[src/rtl/vault_pkg.sv]
// Shared types and default constants for the vault PIN-check controller.
package vault_pkg;

    typedef enum logic [2:0] {
        StIdle,
        StEntry,
        StCheck,
        StOpen,
        StLockout
    } vaultState_e;

    localparam int unsigned DigitWidth = 4;

    localparam int unsigned DefDigits       = 4;
    localparam int unsigned DefMaxTries     = 3;
    localparam int unsigned DefOpenCycles   = 1000;
    localparam int unsigned DefLockCycles   = 5000;
    localparam int unsigned DefEntryTimeout = 2000;
    localparam logic [15:0] DefPin          = 16'hAAAA;

    function automatic int unsigned maxOf3(int unsigned a, int unsigned b, int unsigned c);
        int unsigned m;
        m = (a > b) ? a : b;
        return (m > c) ? m : c;
    endfunction

endpackage

[src/rtl/vault_timer.sv]
// Loadable down-counter shared by the entry, open and lockout phases.
module vault_timer #(
    parameter int unsigned Width = 13
) (
    input  logic             ClockSource,
    input  logic             ResetN,
    input  logic             Load,
    input  logic [Width-1:0] LoadValue,
    output logic             Expired
);

    logic [Width-1:0] countQ;
    logic             runningQ;

    always_ff @(posedge ClockSource or negedge ResetN) begin
        if (!ResetN) begin
            countQ   <= '0;
            runningQ <= 1'b0;
        end else if (Load) begin
            countQ   <= LoadValue;
            runningQ <= 1'b1;
        end else if (runningQ) begin
            if (countQ == '0) begin
                runningQ <= 1'b0;
            end else begin
                countQ <= countQ - 1'b1;
            end
        end
    end

    assign Expired = runningQ && (countQ == '0);

endmodule

[src/rtl/vault_access_ctrl.sv]
// PIN-entry sequencer: digit-serial compare against a stored PIN, open/close control,
// failed-attempt counting and timed lockout.
module vault_access_ctrl
    import vault_pkg::*;
#(
    parameter int unsigned             DIGITS        = DefDigits,
    parameter int unsigned             MAX_TRIES     = DefMaxTries,
    parameter int unsigned             OPEN_CYCLES   = DefOpenCycles,
    parameter int unsigned             LOCK_CYCLES   = DefLockCycles,
    parameter int unsigned             ENTRY_TIMEOUT = DefEntryTimeout,
    parameter logic [4*DIGITS-1:0]     DEFAULT_PIN   = DefPin
) (
    input  logic                             ClockSource,
    input  logic                             ResetN,
    input  logic [3:0]                       Digit,
    input  logic                             DigitValid,
    input  logic                             Clear,
    input  logic                             CloseReq,
    input  logic                             ProgReq,
    input  logic [4*DIGITS-1:0]              ProgPin,
    output logic                             SafeOpen,
    output logic                             Locked,
    output logic                             AccessFail,
    output logic [$clog2(MAX_TRIES+1)-1:0]   FailCount
);

    localparam int unsigned MaxCycles  = maxOf3(OPEN_CYCLES, LOCK_CYCLES, ENTRY_TIMEOUT);
    localparam int unsigned TimerWidth = (MaxCycles > 1) ? $clog2(MaxCycles) : 1;
    localparam int unsigned IdxWidth   = $clog2(DIGITS + 1);
    localparam int unsigned FcWidth    = $clog2(MAX_TRIES + 1);

    // Loaded with N-1 so the expiry edge lands exactly N cycles after the load edge.
    localparam logic [TimerWidth-1:0] EntryLoad = TimerWidth'(ENTRY_TIMEOUT - 1);
    localparam logic [TimerWidth-1:0] OpenLoad  = TimerWidth'(OPEN_CYCLES - 1);
    localparam logic [TimerWidth-1:0] LockLoad  = TimerWidth'(LOCK_CYCLES - 1);

    vaultState_e               stateQ, stateD;
    logic [IdxWidth-1:0]       idxQ, idxD;
    logic                      flagQ, flagD;
    logic [FcWidth-1:0]        failCountQ, failCountD;
    logic [4*DIGITS-1:0]       pinQ, pinD;
    logic                      accessFailD;
    logic                      timerLoad;
    logic [TimerWidth-1:0]     timerValue;
    logic                      timerExpired;
    logic [DigitWidth-1:0]     expDigit;
    logic                      digitMatch;
    int                        nibbleIdx;

    vault_timer #(
        .Width(TimerWidth)
    ) uTimer (
        .ClockSource(ClockSource),
        .ResetN     (ResetN),
        .Load       (timerLoad),
        .LoadValue  (timerValue),
        .Expired    (timerExpired)
    );

    // Digit i is checked against nibble DIGITS-1-i (first digit is the MS nibble).
    always_comb begin
        nibbleIdx = 0;
        if (int'(idxQ) < int'(DIGITS)) begin
            nibbleIdx = int'(DIGITS) - 1 - int'(idxQ);
        end
        expDigit   = pinQ[DigitWidth*nibbleIdx +: DigitWidth];
        digitMatch = &(Digit ~^ expDigit);
    end

    always_comb begin
        stateD      = stateQ;
        idxD        = idxQ;
        flagD       = flagQ;
        failCountD  = failCountQ;
        pinD        = pinQ;
        accessFailD = 1'b0;
        timerLoad   = 1'b0;
        timerValue  = '0;
        case (stateQ)
            StIdle: begin
                if (DigitValid) begin
                    flagD      = !digitMatch;
                    idxD       = IdxWidth'(1);
                    timerLoad  = 1'b1;
                    timerValue = EntryLoad;
                    stateD     = (DIGITS == 1) ? StCheck : StEntry;
                end
            end
            StEntry: begin
                if (Clear) begin
                    idxD   = '0;
                    flagD  = 1'b0;
                    stateD = StIdle;
                end else if (DigitValid) begin
                    flagD      = flagQ | !digitMatch;
                    idxD       = idxQ + 1'b1;
                    timerLoad  = 1'b1;
                    timerValue = EntryLoad;
                    if (idxQ == IdxWidth'(DIGITS - 1)) begin
                        stateD = StCheck;
                    end
                end else if (timerExpired) begin
                    flagD  = 1'b1;
                    stateD = StCheck;
                end
            end
            StCheck: begin
                idxD  = '0;
                flagD = 1'b0;
                if (!flagQ) begin
                    failCountD = '0;
                    timerLoad  = 1'b1;
                    timerValue = OpenLoad;
                    stateD     = StOpen;
                end else begin
                    accessFailD = 1'b1;
                    failCountD  = failCountQ + 1'b1;
                    if (failCountD == FcWidth'(MAX_TRIES)) begin
                        timerLoad  = 1'b1;
                        timerValue = LockLoad;
                        stateD     = StLockout;
                    end else begin
                        stateD = StIdle;
                    end
                end
            end
            StOpen: begin
                if (ProgReq) begin
                    pinD = ProgPin;
                end
                if (CloseReq || timerExpired) begin
                    stateD = StIdle;
                end
            end
            StLockout: begin
                if (timerExpired) begin
                    failCountD = '0;
                    stateD     = StIdle;
                end
            end
            default: stateD = StIdle;
        endcase
    end

    always_ff @(posedge ClockSource or negedge ResetN) begin
        if (!ResetN) begin
            stateQ     <= StIdle;
            idxQ       <= '0;
            flagQ      <= 1'b0;
            failCountQ <= '0;
            pinQ       <= DEFAULT_PIN;
            SafeOpen   <= 1'b0;
            Locked     <= 1'b0;
            AccessFail <= 1'b0;
        end else begin
            stateQ     <= stateD;
            idxQ       <= idxD;
            flagQ      <= flagD;
            failCountQ <= failCountD;
            pinQ       <= pinD;
            SafeOpen   <= (stateD == StOpen);
            Locked     <= (stateD == StLockout);
            AccessFail <= accessFailD;
        end
    end

    assign FailCount = failCountQ;

endmodule
[config.mk]
export PLATFORM = sky130hd
export DESIGN_NAME = vault_access_ctrl
export DESIGN_NICKNAME = d
export VERILOG_FILES = /design/src/rtl/vault_pkg.sv /design/src/rtl/vault_timer.sv /design/src/rtl/vault_access_ctrl.sv
export SDC_FILE = /design/constraint.sdc
export NUM_CORES = 1
export LEC_CHECK = 0
export CAP_MARGIN = 15
export CELL_PAD_IN_SITES_DETAIL_PLACEMENT = 0
export CELL_PAD_IN_SITES_GLOBAL_PLACEMENT = 1
export CORE_MARGIN = 2
export CORE_UTILIZATION = 46
export CTS_CLUSTER_SIZE = 14
export DETAILED_ROUTE_END_ITERATION = 10
export HOLD_SLACK_MARGIN = 0.06
export MAX_ROUTING_LAYER = met4
export PLACE_DENSITY_LB_ADDON = 0.2
export SLEW_MARGIN = 15
export SYNTH_ARGS = -nofsm -noshare
export SYNTH_HDL_FRONTEND = slang
export SYNTH_HIERARCHICAL = 1
export SYNTH_SLANG_ARGS = --single-unit
[constraint.sdc]
create_clock -name ClockSource -period 6.65 [get_ports ClockSource]
set_input_delay 0.9975 -clock ClockSource [delete_from_list [all_inputs] [get_ports ClockSource]]
set_output_delay 0.9975 -clock ClockSource [all_outputs]
set_load 0.01 [all_outputs]
# Word level (Yosys, flattened, before mapping)
# Cells that the tools add are included.
dict set report classes {
  add_sub_neg 4
  n_eq_ne 13
  reduce_logical 14
  bitwise_logic 2
  shifts 1
  n_mux 41
  n_lt_le_gt_ge 1
}
# op n
set op_table {}
lappend op_table {{13-bit two-way mux} 6}
lappend op_table {{13-bit one-hot mux with 3 select lines} 1}
lappend op_table {{3-bit two-way mux} 12}
lappend op_table {{16-bit by 33-bit indexed part select with 4-bit output} 1}
lappend op_table {{30-bit two-way mux} 1}
lappend op_table {{3-bit one-hot mux with 5 select lines} 1}
lappend op_table {{13-bit logical NOT} 1}
lappend op_table {{1-bit two-way mux} 13}
lappend op_table {{13-bit by 1-bit subtractor with 13-bit output (second input constant)} 1}
lappend op_table {{3-bit by 2-bit == test with 1-bit output (second input constant)} 4}
lappend op_table {{11-bit two-way mux} 1}
lappend op_table {{3-bit one-hot mux with 3 select lines} 1}
lappend op_table {{3-bit == test (second input constant)} 2}
lappend op_table {{2-bit != test (second input constant)} 3}
lappend op_table {{1-bit one-hot mux with 3 select lines} 2}
lappend op_table {{2-bit AND reduction} 3}
lappend op_table {{3-bit AND reduction} 2}
lappend op_table {{2-bit two-way mux} 2}
lappend op_table {{4-bit != test (second input constant)} 1}
lappend op_table {{2-bit one-hot mux with 2 select lines} 1}
lappend op_table {{4-bit AND reduction} 1}
lappend op_table {{2-bit nonzero test} 2}
lappend op_table {{2-bit by 3-bit subtractor with 4-bit output (first input constant)} 1}
lappend op_table {{4-bit bitwise XNOR} 1}
lappend op_table {{12 further kinds} 12}
dict set report totals {
  reg_bits 42
  word_cells 86
  output_inout_bits 5
  input_bits 26
}

# Depth between registers and ports, before layout
# Gate-level depths: netlist of run 1.
dict set report logic_depth {
  depth_word 10
  ltp_mapped 9
  depth_no_buf 9
}

# Modules after synthesis
# The synthesis of run 1 kept the hierarchy.
# mod seq_area_each_um2 cells_per_inst instances area_each_um2
set modules_own_cells {}
lappend modules_own_cells {vault_access_ctrl 710.7 155 1 1546.5}
lappend modules_own_cells {vault_timer 350.3 98 1 892.1}

# Least setup slack after synthesis of run 1
# No wires, ideal clock.
dict set report synth_path {
  path_type {in2reg}
  start {input DigitValid}
  end {register uTimer.countQ[9]}
  setup_time_ns 0.079
  arrival_ns 2.465
  t_required_ns 6.571
  cell_stages 7
  slack_ns 4.106
  n_path_buf 3
  path_cell_list {clkbuf_1 > nand3b_1 > a21oi_1 > a21o_1 > clkbuf_1 > clkbuf_1 > mux2i_1}
}
dict set report synth_between {
  elab_chain_cells 5
  word_cells_on_any_way 10
  classes_between {eq/ne: 1; mux: 7; reduce/logical: 2}
}
# element line
set synth_rtl {}
lappend synth_rtl {{start, declared} vault_access_ctrl.sv:16} ;# input logic DigitValid,
lappend synth_rtl {{1-bit two-way mux (*)} {vault_access_ctrl.sv:81, vault_access_ctrl.sv:94}}
lappend synth_rtl {{1-bit two-way mux} vault_access_ctrl.sv:90} ;# if (Clear) begin
lappend synth_rtl {{1-bit one-hot mux with 3 select lines (*)} vault_access_ctrl.sv:79} ;# case (stateQ)
lappend synth_rtl {{via timerLoad} vault_access_ctrl.sv:43} ;# logic timerLoad;
lappend synth_rtl {{2-bit != test (no source line) / 2-bit nonzero test (equally long branches)} -}
lappend synth_rtl {{2-bit AND reduction (no source line)} -}
lappend synth_rtl {{end signal, assigned} vault_timer.sv:20} ;# countQ <= LoadValue;
lappend synth_rtl {{end signal, assigned} vault_timer.sv:26} ;# countQ <= countQ - 1'b1;
lappend synth_rtl {{end, declared} vault_timer.sv:12} ;# logic [Width-1:0] countQ;
# The timed path passes the listed nets; every way through them passes the cells marked *.
# A chain may end at the register's enable or synchronous reset.

# Worst setup path in the final report of run 1
dict set report layout_path {
  start {input DigitValid}
  end {register uTimer.countQ[11]}
}
# Same word-level chain as after synthesis.

==> metrics.cfg, run 1 <==
[status]
outcome = complete, no violations

[final_layout]
mostFrequentLayoutCell = dfrtp_1
utilization_pct = 56.1
layout_common_cells = 34 x dfrtp_1, 29 x clkdlybuf4s50_1, 26 x nor2_1
nFillCells = 495
n_antenna_cell = 0
final_cells = 350
syn2layout_area_growth_pct = 17.5
drive_gt1_share_pct = 15.4
fin_nets = 310

[power]
p_leak_nw = 1.22
power_frac_comb_pct = 33.8
p_clk_share_pct = 20.0
vdd_drop_max_mv = 0.149
swShare_pct = 35.1
p_sw_w = 0.000296
seqPwrFrac_pct = 46.2
finalPower_w = 0.000845
p_int_w = 0.000549
power.density_nw_per_um2 = 295

[yosys]
ys_warn_count = 6
synth_flop_cell = dfrtp_1
synth.distinct_cells = 56
yosys-mux-area-fraction_pct = 10.9
synthArstFlopShare_pct = 100
synth_top_family_by_area = simple AND/OR/NAND/NOR gates
synth_fa_ha_area_share_pct = 2.57
ys_seq_area_share_pct = 43.5
synth_simple_gate_area_share_pct = 20.2
synth-xor-area-share_pct = 1.80
synth-compound-area-share_pct = 17.4
synth_seq_cells = 42
syn-mean-instance-area_sq_um = 9.64
syn-instance-count = 253
synth_area_sq_um = 2440
synth-edff-count = 0

[timing]
maxSlewHeadroom_pct = 36.8
finClkSkew_ps = 3.70
setup_violations = 0
hold_viol_final = 0
fin_ws_ps = 3620
maxSlewViolCount = 0
tightest_slew_ps = 948
tns_ps = 0
fin_crit_sh_pct = 45.6
fmax_mhz = 330
fin_crit_ps = 3030
rsz0062_at_grt = false

[cts]
clkLatencyLatePin_ps = 290
cts_max_level = 2
cts_tree = built
cts.repair.resized = 0
clk_pin_slew_ps = 80
postCtsSetupBuffers = 0
clock-sinks = 42
root_buffer = clkbuf_8
cts_hold_buf = 0
clock_path_buffers = 2
cts_made_buffers = 5

[floorplan]
start_util_pct = 47.7
die_area_sq_um = 5900
coreArea_sq_um = 5110
std_cell_rows = 26
dieWidth_um = 76.8
die_y_um = 76.8
ioPinCount = 31

[detailed_routing]
via_per_inst = 5.40
dr.pass1.iters = 4
drtIter0Drc = 109
drc = 0
via_count = 1891
postRouteAntennaNets = 0
finalWirelength_mm = 4.93
wl_per_cell_um = 14.1

[grt]
grt_pass1_wl_mm = 8.79
grt_antenna_before_repair = 0
grt_pass1_vias = 1842
grt-ovfl-total = 0
track_usage_pct = 18.7
grt_max_degree = 43

[place]
numPortBuffers = 30
dp_hpwl_mm = 3.50
place_inst = 342
pre_cts_ws_ps = 3320
place_congestion = 0.780

[job]
cap_violations = 0

[worst_hold_path]
hold_class = flip-flop to flip-flop

[critical_path]
critPathBufInv = 1
critPathSlowestCell = a21o_1
worstPathArrival_ps = 3210
path_cells = clkdlybuf4s50_1 > nand3b_1 > a21oi_1 > a21o_1 > a2111oi_0 > a221o_1
path_class = input pin to flip-flop
start_kind = input pin
cp-end-kind = flip-flop
required_ps = 6820
path_max_fanout = 34
slowest_delay_ps = 710
cp_top_family = compound AO/OA/AOI/OAI gates

==> cells by family (layout without fill, tap and decap cells) <==
family | Yosys count | count (layout)
AOI/OAI and AO/OA | 62 | 62
xor gates and xnor gates | 5 | 5
adders and majority gates | 5 | 5
buffers and inverters | 21 | 47
DFF | 42 | 42
muxes | 24 | 24
other | 1 | 2
and+or+nand+nor | 93 | 93
==> power by group through the flow <==
stage	registers (W)	clock network, W	logic (W)
global route	0.000403	0.000187	0.000325
CTS	0.000390	0.000177	0.000287
detailed placement	0.000395	0	0.000285
finish	0.000391	0.000169	0.000286
global placement	0.000394	0	0.000281
floorplan	0.000369	0	0.000227
==> synth_stat cells, drive strengths merged (3+ instances only) <==
cell | n | area share, %
nor3 | 6 | 1.2
ha | 5 | 2.6
mux2 | 17 | 8.0
nor2 | 26 | 4.0
nand2b | 6 | 1.5
or3b | 3 | 1.1
xor2 | 3 | 1.1
dfrtp | 34 | 35
o21ai | 16 | 3.3
nand3 | 3 | 0.62
inv | 9 | 1.4
o31ai | 4 | 1.2
nor4 | 5 | 1.3
a21oi | 14 | 2.9
clkbuf | 9 | 1.4
o21a | 5 | 1.5
nand2 | 19 | 2.9
mux2i | 7 | 2.9
a2111oi | 3 | 1.1
nor2b | 8 | 2.1
o211ai | 3 | 0.92
dfstp | 8 | 8.6
buf | 3 | 0.72
or3 | 3 | 1.0
==> routing by layer <==
| layer | vias up | wire, um | global-route usage, % |
|---|---|---|---|
| met5 | - | 0 | - |
| met2 | 33 | 2250 | 29.2 |
| met4 | 0 | 48 | 3.82 |
| met1 | 895 | 2480 | 25.4 |
| met3 | 5 | 144 | 3.65 |
| li1 | 958 | - | - |
==> path summary, 6_finish.rpt <==
check | end | slack, ps | startpoint | cells after the start
max in group asynchronous | uTimer/countQ[6] | 5210 | ResetN | 1
max | uTimer/countQ[11] | 3620 | DigitValid | 6
min in group asynchronous | FailCount[1] | 850 | ResetN | 1
min | pinQ[4] | 510 | pinQ[4] | 1
max reg2reg | stateQ[1] | 3850 | uTimer/countQ[5] | 7
min reg2reg | pinQ[4] | 510 | pinQ[4] | 1
==> per-stage QoR <==
stage	hold WS, ps	area, sq um
finish	508	2870
CTS	515	2870
global placement	489	2770
global route	531	2870
floorplan	471	2440
detailed placement	496	2770
==> flip-flops by register name (all words and copies together) (netlist names) <==
signal,count
SafeOpen,1
pinQ,16
idxQ,3
uTimer/runningQ,1
AccessFail,1
stateQ,3
uTimer/countQ,13
FailCount,2
flagQ,1
Locked,1
==> final cells by class <==
class / count / area [sq um] / area share [%]
Multi-Input combinational cell: 191 / 1300 / 45.2
Sequential cell: 42 / 1060 / 37.0
Timing Repair Buffer: 30 / 295 / 10.3
Tap cell: 70 / 87.6 / 3.06
Clock buffer: 7 / 86.3 / 3.01
Inverter: 9 / 33.8 / 1.18
Clock inverter: 1 / 5.00 / 0.175
No activity file was read; power rests on OpenSTA's default activity.
==> run 2, diff against run 1 <==
- CORE_UTILIZATION: 46 -> 38
- clock period: 6.65 -> 2.54 ns (I/O delays scaled with it)
==> run 2 against run 1 <==
- clock power rose to 2.6 times the previous value
- critical endpoint is now stateQ[1]
- non-clock buffer count up 12
- wire length up 3.4%
- combinational power rose to 2.8 times the previous value
- worst hold slack worse by 290 ps
- first-iteration DRC count up 1.8%
- sequential share of layout area down 1.2 points
- global-route usage down 2.9 points
- cell count up 5.4%
- total power rose to 2.7 times the previous value
- largest power group unchanged
==> metrics.cfg, run 2 (synthesized netlist as in run 1, its figures left out) <==
[cts]
clkLatencyLatePin_ps = 290
cts_tree = built
clock_path_buffers = 2
root_buffer = clkbuf_8
cts_made_buffers = 5
postCtsSetupBuffers = 0
cts_hold_buf = 0
cts.repair.resized = 0
cts_max_level = 2
clk_pin_slew_ps = 80
clock-sinks = 42

[final_layout]
n_antenna_cell = 0
top_regs = pinQ: 16 flops, uTimer/countQ: 13 flops
drive_gt1_share_pct = 18.8
syn2layout_area_growth_pct = 21.5
nFillCells = 622
top_register = pinQ
layout_common_cells = 34 x dfrtp_1, 29 x clkdlybuf4s50_1, 26 x nor2_1
fin_nets = 322
largest_reg_flops = 16
mostFrequentLayoutCell = dfrtp_1
utilization_pct = 47.2
final_cell_area_sq_um = 2960

[power]
p_int_w = 0.00147
vdd_drop_max_mv = 0.315
swShare_pct = 34.9
p_clk_share_pct = 19.5
power_frac_comb_pct = 35.5
power.density_nw_per_um2 = 763
p_leak_nw = 1.28
p_sw_w = 0.000788
seqPwrFrac_pct = 44.9

[grt]
grt_pass1_vias = 1802
track_usage_pct = 15.8
grt_antenna_before_repair = 0
grt_pass1_wl_mm = 8.76
grt_max_degree = 43
grt-ovfl-total = 0

[timing]
tns_ps = 0
fin_crit_sh_pct = 80.7
finClkSkew_ps = 10.3
tightest_slew_ps = 942
setup_violations = 0
fin_ws_ps = 491
fmax_mhz = 488
rsz0062_at_grt = false
fin_crit_ps = 2050
hold_viol_final = 0
maxSlewViolCount = 0
maxSlewHeadroom_pct = 37.2

[detailed_routing]
via_per_inst = 5.26
drtIter0Drc = 111
wl_met2_mm = 2.31
wl_per_cell_um = 13.8
drc = 0
wl_met1_mm = 2.55
finalWirelength_mm = 5.10
highest_layer = met4
dr_wl_met3_um = 174
dr.pass1.iters = 4
via_count = 1940
postRouteAntennaNets = 0

[critical_path]
start_kind = flip-flop
path_cells = inv_1 > ha_1 > nor2b_1 > nand4_1 > nor2_1 > nand2b_1 > nor2_1 > o21ai_0 > o21ai_0
required_ps = 2700
cp-end-kind = flip-flop
worstPathArrival_ps = 2210
critPathSlowestCell = dfrtp_1
path_max_fanout = 3
r2r_start = uTimer/countQ[0]
crit_path_start = uTimer/countQ[0]
path_class = flip-flop to flip-flop
slowest_delay_ps = 400

[floorplan]
die_area_sq_um = 7070
ioPinCount = 31
dieWidth_um = 84.1
std_cell_rows = 29
start_util_pct = 38.8
die_y_um = 84.1
coreArea_sq_um = 6280

[place]
dp_hpwl_mm = 3.76
place_congestion = 0.860
place_area_sq_um = 2870
numPortBuffers = 30
pre_cts_ws_ps = 277

[job]
cap_violations = 0

[status]
outcome = complete, no violations

[worst_hold_path]
hold_class = input pin to async pin

run 2: cell count changes in the layout (fill, tap and decap cells not counted):
| cell | previous run | this run |
|---|---|---|
| buf_4 | 0 | 12 |
run 2: area by class of cell:
type	instances	area, sq um	area share (%)
Multi-Input combinational cell	191	1300	43.7
Sequential cell	42	1060	35.8
Timing Repair Buffer	42	385	13.0
Tap cell	77	96.3	3.25
Clock buffer	7	86.3	2.91
Inverter	9	33.8	1.14
Clock inverter	1	5.00	0.169
run 2: power by group through the flow:
stage                     clock network [W]  registers, W  logic (W)
final                              0.000442       0.00102   0.000803
after global routing               0.000499       0.00105   0.000912
after CTS                          0.000467       0.00102   0.000812
after detailed placement                  0       0.00103   0.000808
after global placement                    0       0.00102   0.000801
after floorplan                           0      0.000967   0.000593
run 2: worst max-delay path, delay by kind of cell, from the launching register on:
kind | cells | cell delay [ps]
AND/OR/NAND/NOR | 5 | 750
AO/OA/AOI/OAI | 2 | 420
flip-flops | 1 | 400
buffers and inverters | 1 | 120
adder cells (fa/ha/maj) | 1 | 230
run 2: path summary, 6_finish.rpt:
check	to	cells past startpoint	slack, ps
worst max-delay path	stateQ[1]	9	490
max in group asynchronous	flagQ	1	1720
worst min register to register	pinQ[8]	1	500
min in group ClockSource	pinQ[8]	1	500
worst min-delay path	FailCount[1]	1	210
worst max register to register	stateQ[1]	9	490
run 2: per-layer routing:
layer | track usage, % | vias to the layer above
met3 | 3.56 | 6
met4 | 3.67 | 0
li1 | - | 989
met5 | - | -
met2 | 24.7 | 41
met1 | 20.9 | 904
run 2: through the flow:
stage | instances | hold slack, ps | power [W]
CTS | 369 | 258 | 0.00229
finish | 369 | 215 | 0.00226
global route | 369 | 306 | 0.00246
floorplan | 254 | 85.4 | 0.00156
detailed placement | 361 | 490 | 0.00184
global placement | 361 | 484 | 0.00182
==> run 3, diff against run 2 <==
- CORE_UTILIZATION: 38 -> 43
- clock period: 2.54 -> 1.9 ns (I/O delays scaled with it)
==> run 3 against run 2 <==
- first-iteration DRC count down 15%
- cell count increased by 5.4%
- critical endpoint is now uTimer/countQ[1]
- clock-buffer cell count unchanged
- design area grew 9.7%
- largest cell class unchanged
- highest routed layer unchanged
==> metrics.cfg, run 3 (synthesized netlist as in run 1, its figures left out) <==
[timing]
fin_crit_sh_pct = 97.0
tightest_slew_ps = 512
rsz0062_at_grt = true
fin_ws_ps = 56.9
hold_viol_final = 0
fmax_mhz = 543
finClkSkew_ps = 2.96
maxSlewHeadroom_pct = 65.9
tns_ps = 0
fin_crit_ps = 1840
setup_violations = 0
maxSlewViolCount = 0

[detailed_routing]
drtIter0Drc = 94
via_per_inst = 5.42
via_count = 2109
postRouteAntennaNets = 0
drc = 0
finalWirelength_mm = 5.58
wl_per_cell_um = 14.3
dr.pass1.iters = 4

[job]
cap_violations = 0

[place]
place_congestion = 0.851
place_area_sq_um = 3070
dp_hpwl_mm = 4.19
pre_cts_ws_ps = 5.08
numPortBuffers = 30

[cts]
cts_made_buffers = 5
clock_path_buffers = 2
clock-sinks = 42
clkLatencyLatePin_ps = 290
cts_tree = built
root_buffer = clkbuf_8
clk_pin_slew_ps = 80
cts_max_level = 2

[final_layout]
syn2layout_area_growth_pct = 33.3
fin_nets = 347
layout_common_cells = 34 x buf_4, 31 x dfrtp_1, 29 x clkdlybuf4s50_1
top_register = pinQ
drive_gt1_share_pct = 29.0
top_regs = pinQ: 16 flops, uTimer/countQ: 13 flops
mostFrequentLayoutCell = buf_4
final_cell_area_sq_um = 3250
n_antenna_cell = 0
largest_reg_flops = 16

[critical_path]
critPathBufInv = 0
slowest_delay_ps = 580
critPathSlowestCell = or4_4
crit_path_start = uTimer/countQ[9]
start_kind = flip-flop
path_cells = or4_4 > o41ai_4 > nand2_1 > a22o_1
cp-end-kind = flip-flop
cp_top_family = simple AND/OR/NAND/NOR gates
r2r_start = uTimer/countQ[9]
worstPathArrival_ps = 2030
required_ps = 2090
path_max_fanout = 3
path_class = flip-flop to flip-flop

[floorplan]
coreArea_sq_um = 5510
start_util_pct = 44.3
die_y_um = 79.3
ioPinCount = 31
dieWidth_um = 79.3
std_cell_rows = 27
die_area_sq_um = 6290

[grt]
track_usage_pct = 20.7
grt_pass1_wl_mm = 9.89
grt_antenna_before_repair = 0
grt_max_degree = 24
grt-ovfl-total = 0
grt_pass1_vias = 2119

[status]
outcome = complete, no violations

[power]
power.density_nw_per_um2 = 1040
p_leak_nw = 1.42
vdd_drop_max_mv = 0.415

[worst_hold_path]
hold_class = input pin to async pin

-- run 3: cell count changes in the layout (fill, tap and decap cells not counted), sizes merged --
cell,before,now
dlygate4sd3,0,1
buf,13,37
-- run 3: area by class of cell --
| type | count | area, sq um |
|---|---|---|
| clock buffer | 7 | 86.3 |
| clock inverter | 1 | 5.00 |
| fill | 481 | 2260 |
| inverter | 9 | 33.8 |
| multi-input combinational | 191 | 1370 |
| sequential | 42 | 1060 |
| tap | 72 | 90.1 |
| timing repair buffer | 67 | 601 |
-- run 3: path summary, 6_finish.rpt --
path	depth (start not counted)	slack (ps)	endpoint
worst max-delay path	4	60	uTimer/countQ[1]
worst min-delay path	2	490	stateQ[2]
worst max register to register	4	60	uTimer/countQ[1]
worst min register to register	1	510	pinQ[8]
max in group asynchronous	3	830	pinQ[3]
min in group ClockSource	1	510	pinQ[8]
-- run 3: where the power goes --
part           internal [W]  switching, W
registers           0.00113      0.000218
clock network      0.000294      0.000310
logic              0.000766      0.000667
total               0.00219       0.00119
-- run 3: repair_timing --
action	CTS	global route
gates resized for setup	3	11
pin swaps	0	8
endpoints found under the hold margin	15	0
setup buffers	0	5
setup endpoints to repair	2	10
hold buffers	1	0
-- run 3: per-layer routing --
metal / vias to the layer above / track usage, % / wire [um] / share of wire [%]
met3: 9 / 3.52 / 178 / 3.2
met1: 1015 / 25.3 / 2570 / 46
met5: - / - / 0 / 0
met4: 0 / 7.41 / 79 / 1.4
met2: 47 / 34.5 / 2750 / 49
li1: 1038 / - / - / -
-- run 3: metrics by stage --
| stage | hold slack (ps) | utilization (%) | total power, W | std cells |
|---|---|---|---|---|
| floorplan | -10.6 | - | 0.00214 | 254 |
| global placement | 279 | 55.7 | 0.00268 | 375 |
| detailed placement | 290 | 55.7 | 0.00270 | 375 |
| CTS | 509 | 57.8 | 0.00332 | 384 |
| global route | 533 | 59.0 | 0.00364 | 389 |
| finish | 486 | 59.0 | 0.00338 | 389 |
-- run 3: worst register-to-register path, delay by kind of cell (launching register included) --
| family | cells | cell delay (ps) |
|---|---|---|
| and+or+nand+nor | 2 | 660 |
| DFF | 1 | 440 |
| AOI/OAI and AO/OA | 2 | 640 |
